## src/rtl/aes_fifo_ctl_pkg.sv

```systemverilog
// Shared encodings and layout constants for the AES block FIFO write scheduler.
// The header-word layout is only used when AES_FIFO_HDR_WORD_EN is defined.
package aes_fifo_ctl_pkg;

   typedef enum logic {
      IDLE = 1'b0,
      SEND = 1'b1
   } sched_state_e;

   localparam int DSIZE_DEF = 32;
   localparam int BSIZE_DEF = 128;
   localparam int SEQW_DEF  = 8;

   // Header word: source id in the MSB, sequence number starting at bit 16.
   localparam int HDR_SEQ_LSB = 16;
   localparam int HDR_ID_PAD  = 7;

   function automatic int calc_nwords(input int bsize, input int dsize);
      return bsize / dsize;
   endfunction

endpackage

```

## src/rtl/aes_fifo_wr_sched_rr_arb2.sv

```systemverilog
// Two-request round-robin arbiter; the owner holds the last-grant state.
// On contention the requester that did not win last time is granted.
module rr_arb2 (
   input  logic [1:0] req,
   input  logic       last,
   output logic [1:0] gnt
);

   always_comb begin
      gnt = 2'b00;
      if (req == 2'b11) begin
         gnt = last ? 2'b01 : 2'b10;
      end else begin
         gnt = req;
      end
   end

endmodule

```

## src/rtl/aes_fifo_wr_sched.sv

```systemverilog
// Round-robin write scheduler serialising 128-bit AES blocks into a 32-bit async FIFO.
// Define AES_FIFO_HDR_WORD_EN to prefix every block with a source/sequence header word.
module aes_fifo_wr_sched
   import aes_fifo_ctl_pkg::*;
#(
   parameter int DSIZE  = DSIZE_DEF,
   parameter int BSIZE  = BSIZE_DEF,
   parameter int NWORDS = calc_nwords(BSIZE, DSIZE),
   parameter int SEQW   = SEQW_DEF
) (
   input  logic             wclk,
   input  logic             wrst_n,
   input  logic             req0_valid,
   input  logic [BSIZE-1:0] req0_data,
   output logic             req0_ready,
   input  logic             req1_valid,
   input  logic [BSIZE-1:0] req1_data,
   output logic             req1_ready,
   input  logic             wfull,
   output logic             winc,
   output logic [DSIZE-1:0] wdata,
   output logic             busy,
   output logic             grant_id
);

   localparam int CNTW = $clog2(NWORDS + 1);
`ifdef AES_FIFO_HDR_WORD_EN
   localparam int DATA_OFS = 1;
`else
   localparam int DATA_OFS = 0;
`endif
   localparam logic [CNTW-1:0] LAST_CNT = CNTW'(NWORDS - 1 + DATA_OFS);

   if ((BSIZE % DSIZE) != 0 || NWORDS != BSIZE / DSIZE ||
       HDR_SEQ_LSB + SEQW > DSIZE - 1 - HDR_ID_PAD + 1) begin : g_cfg_err
      $error("aes_fifo_wr_sched: inconsistent DSIZE/BSIZE/NWORDS/SEQW");
   end

   sched_state_e     state_q, state_d;
   logic [CNTW-1:0]  cnt_q, cnt_d;
   logic [BSIZE-1:0] shadow_q, shadow_d;
   logic             grant_id_q, grant_id_d;
   logic             rr_last_q, rr_last_d;
   logic [1:0]       gnt;

   rr_arb2 u_arb (
      .req  ({req1_valid, req0_valid}),
      .last (rr_last_q),
      .gnt  (gnt)
   );

   // Ready is suppressed while reset is asserted so no handshake can be claimed
   // by a source when the registers cannot capture it.
   always_comb begin
      state_d    = state_q;
      cnt_d      = cnt_q;
      shadow_d   = shadow_q;
      grant_id_d = grant_id_q;
      rr_last_d  = rr_last_q;
      req0_ready = 1'b0;
      req1_ready = 1'b0;
      winc       = 1'b0;
      case (state_q)
         IDLE: begin
            req0_ready = wrst_n & gnt[0];
            req1_ready = wrst_n & gnt[1];
            if (gnt != 2'b00) begin
               shadow_d   = gnt[1] ? req1_data : req0_data;
               grant_id_d = gnt[1];
               rr_last_d  = gnt[1];
               cnt_d      = '0;
               state_d    = SEND;
            end
         end
         SEND: begin
            winc = !wfull;
            if (!wfull) begin
               if (cnt_q == LAST_CNT) begin
                  cnt_d   = '0;
                  state_d = IDLE;
               end else begin
                  cnt_d = cnt_q + CNTW'(1);
               end
            end
         end
         default: state_d = IDLE;
      endcase
   end

   always_ff @(posedge wclk or negedge wrst_n) begin
      if (!wrst_n) begin
         state_q    <= IDLE;
         cnt_q      <= '0;
         shadow_q   <= '0;
         grant_id_q <= 1'b0;
         rr_last_q  <= 1'b1;
      end else begin
         state_q    <= state_d;
         cnt_q      <= cnt_d;
         shadow_q   <= shadow_d;
         grant_id_q <= grant_id_d;
         rr_last_q  <= rr_last_d;
      end
   end

`ifdef AES_FIFO_HDR_WORD_EN
   logic [SEQW-1:0] seq0_q, seq1_q;

   // A source's sequence number advances once its final data word is in the FIFO.
   always_ff @(posedge wclk or negedge wrst_n) begin
      if (!wrst_n) begin
         seq0_q <= '0;
         seq1_q <= '0;
      end else if (winc && cnt_q == LAST_CNT) begin
         if (grant_id_q) begin
            seq1_q <= seq1_q + SEQW'(1);
         end else begin
            seq0_q <= seq0_q + SEQW'(1);
         end
      end
   end
`endif

   always_comb begin
      wdata = '0;
`ifdef AES_FIFO_HDR_WORD_EN
      if (cnt_q == '0) begin
         wdata[DSIZE-1]              = grant_id_q;
         wdata[HDR_SEQ_LSB +: SEQW]  = grant_id_q ? seq1_q : seq0_q;
      end
`endif
      for (int i = 0; i < NWORDS; i++) begin
         if (cnt_q == CNTW'(i + DATA_OFS)) begin
            wdata = shadow_q[BSIZE-1-i*DSIZE -: DSIZE];
         end
      end
   end

   assign busy     = (state_q == SEND);
   assign grant_id = grant_id_q;

endmodule

```

## config.mk

```make
export PLATFORM = sky130hd
export DESIGN_NAME = aes_fifo_wr_sched
export DESIGN_NICKNAME = d
export VERILOG_FILES = /design/src/rtl/aes_fifo_ctl_pkg.sv /design/src/rtl/aes_fifo_wr_sched_rr_arb2.sv /design/src/rtl/aes_fifo_wr_sched.sv
export SDC_FILE = /design/constraint.sdc
export NUM_CORES = 1
export LEC_CHECK = 0
export ABC_AREA = 1
export CAP_MARGIN = 20
export CORE_MARGIN = 2
export CORE_UTILIZATION = 42
export DETAILED_ROUTE_END_ITERATION = 16
export GPL_TIMING_DRIVEN = 0
export HOLD_SLACK_MARGIN = 0.02
export PLACE_DENSITY = 0.79
export SYNTH_ARGS = -nofsm -noshare
export SYNTH_HDL_FRONTEND = slang
export SYNTH_SLANG_ARGS = --single-unit
```

## constraint.sdc

```tcl
create_clock -name wclk -period 1.8 [get_ports wclk]
set_input_delay 0.54 -clock wclk [delete_from_list [all_inputs] [get_ports wclk]]
set_output_delay 0.54 -clock wclk [all_outputs]
set_load 0.05 [all_outputs]
```

==> results.cfg <==
[synth]
ys_ff_latch = 134
syn_inst = 1408
synth_area_um2 = 8540
yosysSeqAreaShare = 0.393
ys_warn_count = 0
synth_top_area_cell = dfrtp_1
synth_top_cell_area_share = 0.390
syn_nets = 1673
yosysUniqueCellTypes = 16
syn_area_per_cell_um2 = 6.07
ys_top_cells_by_area = dfrtp_1 39%, nand2_1 26%, inv_1 10%, nor2_1 7.3%, o21ai_1 6.4%

[floorplan]
start_util = 0.425
die_x_um = 147
ios = 298
core_area_um2 = 20100
die_y_um = 147
die-area_um2 = 21500
num_rows = 52

[clocking]
cts_buffers = 17
clockBufferDepth = 2
cts_root_buf = clkbuf_16
cts_sinks = 134
clk_pin_slew_ns = 0.06
cts_tree = yes
clock_latency_ns = 0.42
htreeDepth = 4

[hold_path]
worstHoldPathType = in -> async

[timing]
fmax_mhz = 390
worstMarginPinSlew_ns = 0.427
tns_ns = -23.63
finalMaxSlewViolations = 0
rsz0062_at_grt = yes
min_period_ns = 2.57
finalHoldViolCount = 0
slew_headroom = 0.716
fin_crit_sh = 1.43
holdWs_ns = 0.00234
worst_slack_ns = -0.766
finClkSkew_ns = 0.00962
finalSetupViolations = 34

[worst_setup_path]
cpLargestDelayFamily = buffers and inverters
r2r-start = rr_last_q
rr_endpoint = shadow_q[91]
crit_path_end_kind = output port
critPathKind = reg -> out
max_stage_delay_ns = 0.41
endpoint = wdata[22]
startpoint = cnt_q[0]
cpMostUsedCell = inv_2
cp_data_required_time_ns = 1.26
crit_chain = inv_2, ha_2, inv_2, nor2_4, buf_12, clkbuf_8, nand2_1, nand3_2, nand2_2, nand2_4, buf_8
reg2reg_slack_ns = 0.08
slowest_stage = dfrtp_1
path_buf_inv = 5
crit_fanout = 8
worst-path-stages = 11
arrival_ns = 2.03
reg2reg_depth = 7
start_kind = flop

[layout]
drive_gt1_frac = 0.197
layout.cells.non_filler = 2035
nets = 2020
finish.utilization = 0.695
nFillCells = 1599
syn_to_final_growth_pct = 63.6
fin_area_um2 = 14000

[routing]
vias = 9799
wl_um = 31500
drt-initial-drc-count = 575
drc = 0
drt_first_pass_iters = 7
detail-route-antenna-nets = 0
viasPerCell = 4.82
wl_per_cell_um = 15.5

[run]
max_cap_viol_count = 0

[power_and_ir_drop]
pwr-share-comb = 0.651
p_int_mw = 12.8
power_mw = 24.3
peakVddDrop_mv = 1.76
p_per_area_nw_per_um2 = 1740
p_seq_frac = 0.222
p_clk_frac = 0.127
switching_power_mw = 11.5
leakage_nw = 7.19
swShare = 0.472

[grt]
overflow = 0
antenna_found_initial = 1
first_global_vias = 9453
grt_max_degree = 70
grt_pass1_wl_um = 48500
grt_use_total = 0.287

[placement]
globalplace.congestion = 0.890
dpl_cell_area_um2 = 12300
dpl.cell_count = 1976
dp.final_hpwl_um = 23100
portBuffers = 297
pre_cts_ws_ns = -1.40

[status]
status = complete, but fails checks
violations = setup timing
-- flip-flops by register name, summed over array words and instances, names as in the netlist --
register / count
cnt_q: 3
grant_id: 1
busy: 1
rr_last_q: 1
shadow_q: 128
-- final cells by class --
| cell class | instances | area [um2] | share of cell area |
|---|---|---|---|
| Antenna cell | 1 | 2.50 | 0.000179 |
| Buffer | 78 | 634 | 0.0454 |
| Clock buffer | 23 | 478 | 0.0342 |
| Clock inverter | 5 | 27.5 | 0.00197 |
| Inverter | 235 | 895 | 0.0640 |
| Multi-Input combinational cell | 958 | 4660 | 0.334 |
| Sequential cell | 134 | 3360 | 0.240 |
| Tap cell | 270 | 338 | 0.0242 |
| Timing Repair Buffer | 331 | 3580 | 0.256 |
-- how the worst min path moves through the flow --
stage | cells past startpoint | endpoint | slack (ns)
detailed placement | 2 | grant_id | 0.46
global placement | 2 | grant_id | 0.46
finish | 1 | shadow_q[119] | 0.002
CTS | 1 | shadow_q[127] | 0.02
global route | 1 | shadow_q[120] | 0.02
floorplan | 0 | busy | 0.24
-- layer usage --
layer	routed length [um]	track usage	up-vias
met5	0	0	-
met4	1100	0.110	0
met3	2060	0.0513	69
met2	15600	0.498	371
met1	12700	0.357	4514
li1	-	-	4845
-- placed cells by master (no fill, tap or decap), types with 3 or more instances in the layout --
master           instances
o21ai_1                110
clkbuf_1                 6
clkinv_2                 4
clkbuf_16               20
nand3_4                  9
buf_6                    8
buf_4                   32
dfrtp_1                131
o21ai_0                 22
nand2_4                 40
buf_8                   36
nor2_1                 157
buf_2                   36
clkbuf_4                 4
clkdlybuf4s50_1        256
inv_2                   16
nor2_2                   5
buf_16                   4
clkbuf_2                 3
nand2_1                478
nor2_4                   6
ha_2                     3
nand2_2                 67
nand3_2                 22
buf_12                   7
clkbuf_8                15
inv_1                  216
nand3_1                 35
-- power by group through the flow --
stage | sequential [mW] | combinational, mW | clock, mW
3_5_place_dp | 5.37 | 12.5 | 0
3_3_place_gp | 5.33 | 12.3 | 0
2_1_floorplan | 5.17 | 8.56 | 0
6_report | 5.39 | 15.8 | 3.10
5_1_grt | 5.54 | 16.9 | 3.24
4_1_cts | 5.34 | 15.1 | 3.09
-- repair_timing --
item | CTS | global route
buffers inserted | 12 | 13
hold endpoints to repair | 0 | 2
cloned | 5 | 2
hold buffers | 0 | 1
setup endpoints to repair | 157 | 118
resized for setup | 413 | 81
pin swaps | 14 | 16
-- cell usage after synthesis --
library cell	count
nor2_1	166
inv_1	234
nand3_1	66
buf_2	49
ha_1	4
a22oi_1	1
inv_2	1
dfrtp_1	133
buf_4	13
clkbuf_1	19
nor2_2	2
a21oi_1	2
o21ai_0	22
o21ai_1	110
nand2_1	585
dfstp_2	1
-- kinds of logic (layout without fill, tap and decap cells) --
kind of cell             count (synthesis)  after routing  synth area share
AND/OR/NAND/NOR                        819            819             0.370
buffers and inverters                  316            672             0.152
AO/OA/AOI/OAI                          135            135            0.0794
flip-flops                             134            134             0.393
adder cells (fa/ha/maj)                  4              4           0.00586
other                                    0              1                 0
(Power assumes the default switching activity.)
